### src/rtl/instr_sequencer.sv
// Program-store sequencer that feeds the 4-register bus processor one instruction
// at a time, handshaking on w/T0 and advancing on Done, with a watchdog on EXEC.
module instr_sequencer #(
    parameter int DEPTH   = 16,
    parameter int AW      = 4,
    parameter int TIMEOUT = 15
) (
    input  logic          clk,
    input  logic          Reset,
    input  logic          load_en,
    input  logic [AW-1:0] load_addr,
    input  logic [13:0]   load_data,
    input  logic [AW:0]   prog_len,
    input  logic          start,
    input  logic          T0,
    input  logic          Done,
    output logic [7:0]    Data,
    output logic          w,
    output logic [1:0]    F,
    output logic [1:0]    Rx,
    output logic [1:0]    Ry,
    output logic          busy,
    output logic          finished,
    output logic          error,
    output logic [AW-1:0] pc
);

    typedef enum logic [2:0] {
        S_IDLE,
        S_ISSUE,
        S_EXEC,
        S_FIN,
        S_ERROR
    } state_e;

    localparam logic [AW-1:0] PC_ZERO   = '0;
    localparam logic [AW-1:0] PC_ONE    = AW'(1);
    localparam logic [AW:0]   LEN_ONE   = (AW+1)'(1);
    localparam logic [7:0]    WDOG_LAST = 8'(TIMEOUT - 1);

    state_e        state_q, state_d;
    logic [13:0]   instr_q, instr_d;
    logic          w_q, w_d;
    logic [AW-1:0] pc_q, pc_d;
    logic [7:0]    wdog_q, wdog_d;

    logic [13:0]   mem_q [DEPTH];
    logic          store_open;
    logic          last_instr;
    logic [AW-1:0] pc_next;

    // Writes are locked out while an instruction is in flight so the word the
    // processor is executing can never change underneath it.
    assign store_open = (state_q == S_IDLE) || (state_q == S_FIN) || (state_q == S_ERROR);

    // NOTE: the program store has no reset; contents must survive Reset, and
    // leaving it unreset also lets it map onto plain RAM.
    always_ff @(posedge clk) begin
        if (load_en && store_open) begin
            mem_q[load_addr] <= load_data;
        end
    end

    assign pc_next    = pc_q + PC_ONE;
    assign last_instr = ({1'b0, pc_q} == (prog_len - LEN_ONE));

    // NOTE: every variable gets its hold value before the case statement, so no
    // path through the block leaves one unassigned and no latch is inferred.
    always_comb begin
        state_d = state_q;
        instr_d = instr_q;
        w_d     = w_q;
        pc_d    = pc_q;
        wdog_d  = wdog_q;

        unique case (state_q)
            S_IDLE, S_FIN, S_ERROR: begin
                w_d = 1'b0;
                if (start && (prog_len != '0)) begin
                    pc_d    = PC_ZERO;
                    instr_d = mem_q[PC_ZERO];
                    w_d     = 1'b1;
                    state_d = S_ISSUE;
                end
            end

            // Done may still be high from the previous instruction here, so
            // only the w/T0 handshake is looked at.
            S_ISSUE: begin
                w_d = 1'b1;
                if (w_q && T0) begin
                    w_d     = 1'b0;
                    wdog_d  = '0;
                    state_d = S_EXEC;
                end
            end

            S_EXEC: begin
                w_d = 1'b0;
                if (Done) begin
                    if (last_instr) begin
                        state_d = S_FIN;
                    end else begin
                        pc_d    = pc_next;
                        instr_d = mem_q[pc_next];
                        w_d     = 1'b1;
                        state_d = S_ISSUE;
                    end
                end else if (wdog_q == WDOG_LAST) begin
                    state_d = S_ERROR;
                end else begin
                    wdog_d = wdog_q + 8'd1;
                end
            end

            default: begin
                w_d     = 1'b0;
                state_d = S_IDLE;
            end
        endcase
    end

    // NOTE: state registers use non-blocking assignments so every register
    // samples the pre-edge values regardless of statement order.
    always_ff @(posedge clk) begin
        if (Reset) begin
            state_q <= S_IDLE;
            instr_q <= '0;
            w_q     <= 1'b0;
            pc_q    <= '0;
            wdog_q  <= '0;
        end else begin
            state_q <= state_d;
            instr_q <= instr_d;
            w_q     <= w_d;
            pc_q    <= pc_d;
            wdog_q  <= wdog_d;
        end
    end

    assign Data     = instr_q[7:0];
    assign Ry       = instr_q[9:8];
    assign Rx       = instr_q[11:10];
    assign F        = instr_q[13:12];
    assign w        = w_q;
    assign pc       = pc_q;
    assign busy     = (state_q == S_ISSUE) || (state_q == S_EXEC);
    assign finished = (state_q == S_FIN);
    assign error    = (state_q == S_ERROR);

    // w outside ISSUE would let the processor load the same word twice.
    a_w_only_in_issue : assert property (
        @(posedge clk) disable iff (Reset) (state_q != S_ISSUE) |-> !w_q
    );

endmodule

### config.mk
export PLATFORM = sky130hd
export DESIGN_NAME = instr_sequencer
export DESIGN_NICKNAME = d
export VERILOG_FILES = /design/src/rtl/instr_sequencer.sv
export SDC_FILE = /design/constraint.sdc
export NUM_CORES = 1
export LEC_CHECK = 0
export ABC_AREA = 1
export BUFFER_PORTS_ARGS = -buffer_cell sky130_fd_sc_hd__buf_2
export CORE_UTILIZATION = 30
export CTS_CLUSTER_DIAMETER = 40
export CTS_CLUSTER_SIZE = 12
export DETAILED_ROUTE_END_ITERATION = 8
export SLEW_MARGIN = 20
export SYNTH_ARGS = -nofsm -noshare
export SYNTH_HDL_FRONTEND = slang
export SYNTH_SLANG_ARGS = --single-unit
### constraint.sdc
create_clock -name clk -period 2.3 [get_ports clk]
set_clock_uncertainty 0.2 [all_clocks]
set_input_delay 0.23 -clock clk [delete_from_list [all_inputs] [get_ports clk]]
set_output_delay 0.23 -clock clk [all_outputs]
set_load 0.01 [all_outputs]
==> reports/results.tsv <==
metric	value	unit
run_status	finished clean	
core_area	37000	um2
endpoint_kind	flip-flop	
vias_per_cell	4.49	
post_cts_buffers	0	
rsz0062_at_grt	yes	
whs_path_depth	7	
ir_drop	0.445	mV
syn_to_final_growth	23.9	%
grt_max_degree	85	
fin_crit_sh	0.958	
synth_cells	1202	
combPwrFrac	0.276	
power.switching	5.10	mW
reg2reg_depth	11	
timing.final.crit_period	2.20	ns
firstDrtPassIters	5	
cp.arrival	2.41	ns
cts_num_sinks	254	
overflow	0	
ys_seq_area_frac	0.645	
met1_usage	0.197	
fill_cells	3709	
worstPathMaxFanout	19	
cts-root-buf	clkbuf_16	
use_met3	0.0294	
required	2.50	ns
internal-power	10.3	mW
io_buffers	50	
grt_pass1_vias	7918	
fin_area	14100	um2
track_usage	0.145	
drc	0	
dpl.cell_count	1755	
place.gp.congestion	0.800	
pre_cts_slack	0.0878	ns
setup_ws	0.0959	ns
avgSynthCellArea	9.45	um2
seqPwrFrac	0.352	
worst_pin_slew	0.414	ns
grt.met2_usage	0.232	
tritoncts	yes	
final_cells	1845	
p_leak	5.87	nW
setup_viol	0	
h-tree-depth	2	
critPathKind	flip-flop to flip-flop	
std_cell_rows	70	
powerDensity	1090	nW/um2
ys_warn_count	0	
first_iter_violations	591	
ios	51	
finalHoldViolCount	0	
synth-seq-cells	254	
cts_buffers	39	
worstHoldPathType	input port to flip-flop	
place_area	12600	um2
synth_area_leaders	edfxtp_1 59%, nand2_1 9.7%, nor2_1 6.5%, nand3_1 6.0%, dfxtp_1 5.3%	
clkTransAtPathRegs	0.05	ns
start_util	0.307	
hold_slack	0.0600	ns
switching_share	0.331	
antenna_found_initial	4	
grt_pass1_wl	43600	um
slew_viol_final	0	
yosysTopAreaCellShare	0.592	
fp.dieArea	38600	um2
wl_per_cell	15.1	um
synth_top_area_cell	edfxtp_1	
p_clk_frac	0.372	
max_freq	0.454	GHz
die_x	197	um
fin_nets	1344	
grt-busiest-layer	met2	
fp.dieH	197	um
drive_above_1_share	0.138	
wirelength	27800	um
synth_area	11400	um2
relSlewSlack	0.721	
drtAntennaViolNets	0	
synth_cell_types	26	
cp-start-kind	flip-flop	
vias	8286	
cts.path.max_buffers	3	
drv_cap	0	
synth_nets	1235	
hpwl	17400	um
insertion_delay	0.52	ns
[metal layers]
metal	part of all wire	up-vias
met5	0.00097	-
met4	0.021	4
met1	0.46	3882
met3	0.066	52
met2	0.45	232
li1	-	4116
[cells by family after synthesis]
family                   after synthesis  share of synthesized area
adder cells (fa/ha/maj)                4                    0.00441
XOR/XNOR                               9                    0.00826
flip-flops                           254                      0.645
buffers and inverters                215                     0.0744
AND/OR/NAND/NOR                      635                      0.227
AO/OA/AOI/OAI                         85                     0.0408
[what timing repair did]
action | CTS | global route
hold buffers | 18 | 0
resized for setup | 0 | 5
hold endpoints to repair | 234 | 0
endpoints found under the setup margin | 0 | 203
[synth_stat cells]
cell type and n:
nand2_1 293, edfxtp_1 224, nor2_1 198, inv_1 155, nand3_1 136, o21ai_0 43
clkbuf_1 30, dfxtp_1 30, a21oi_1 18, buf_2 18, a21boi_0 10, o21ai_1 9
a21boi_1 5, buf_4 4, ha_1 4, inv_2 4, nand4_1 4, xor2_1 4
buf_1 3, xnor2_1 3, xor2_2 2, clkinv_1 1, nand2_2 1, nand3_2 1
nor2_2 1, nor3_1 1
[worst max-delay path, stage by stage, from the launching register on]
cell,delay [ns]
dfxtp_4,0.34
ha_2,0.41
inv_1,0.14
buf_12,0.18
nand3_1,0.09
nand3_1,0.08
nand3_1,0.15
nand2_1,0.07
nor2_1,0.21
nor2_1,0.08
nor2_1,0.09
nor2_1,0.04
[cell type report]
type | count | area (um2) | area share
Clock buffer | 45 | 1040 | 0.0740
Clock inverter | 24 | 238 | 0.0169
Timing Repair Buffer | 123 | 1020 | 0.0726
Antenna cell | 2 | 5.00 | 0.000356
Multi-Input combinational cell | 733 | 3210 | 0.228
Inverter | 160 | 601 | 0.0427
Tap cell | 504 | 631 | 0.0448
Sequential cell | 254 | 7330 | 0.521
[placed cells by master (no fill, tap or decap), types with 11 or more instances in the layout]
master and count:
nand3_1 136, a21oi_1 17, buf_2 50, o21ai_0 43, buf_4 41, buf_12 11
inv_1 155, nand2_1 293, clkbuf_16 42, nor2_1 196, dfxtp_1 29, edfxtp_1 224
dlygate4sd3_1 18
[registers in the layout, summed over array words and instances (netlist names)]
name and cells:
mem_q 224, instr_q 14, wdog_q 8, pc 4
state_q 3, w 1
[final timing paths]
check	slack (ns)	endpoint	startpoint
worst max-delay path	0.1	instr_q[5]	pc[0]
worst min-delay path	0.06	w	prog_len[4]
worst max register to register	0.1	instr_q[5]	pc[0]
worst min register to register	0.30	wdog_q[7]	wdog_q[7]
[power groups by stage]
stage          logic (mW)  registers, mW  clock network, mW
3_5_place_dp         4.14           5.51                  0
2_1_floorplan        2.60           5.55                  0
6_report             4.25           5.42               5.74
4_1_cts              4.21           5.42               5.83
5_1_grt              4.74           5.45               6.01
3_3_place_gp         4.09           5.51                  0
[stage by stage]
stage | util | total power [mW] | setup TNS [ns]
6_report | 0.381 | 15.4 | 0
5_1_grt | 0.381 | 16.2 | -0.0693
4_1_cts | 0.379 | 15.5 | 0
3_5_place_dp | 0.340 | 9.66 | 0
3_3_place_gp | 0.340 | 9.61 | 0
2_1_floorplan | - | 8.15 | 0
Note: power is estimated with default switching activity, not from simulation.
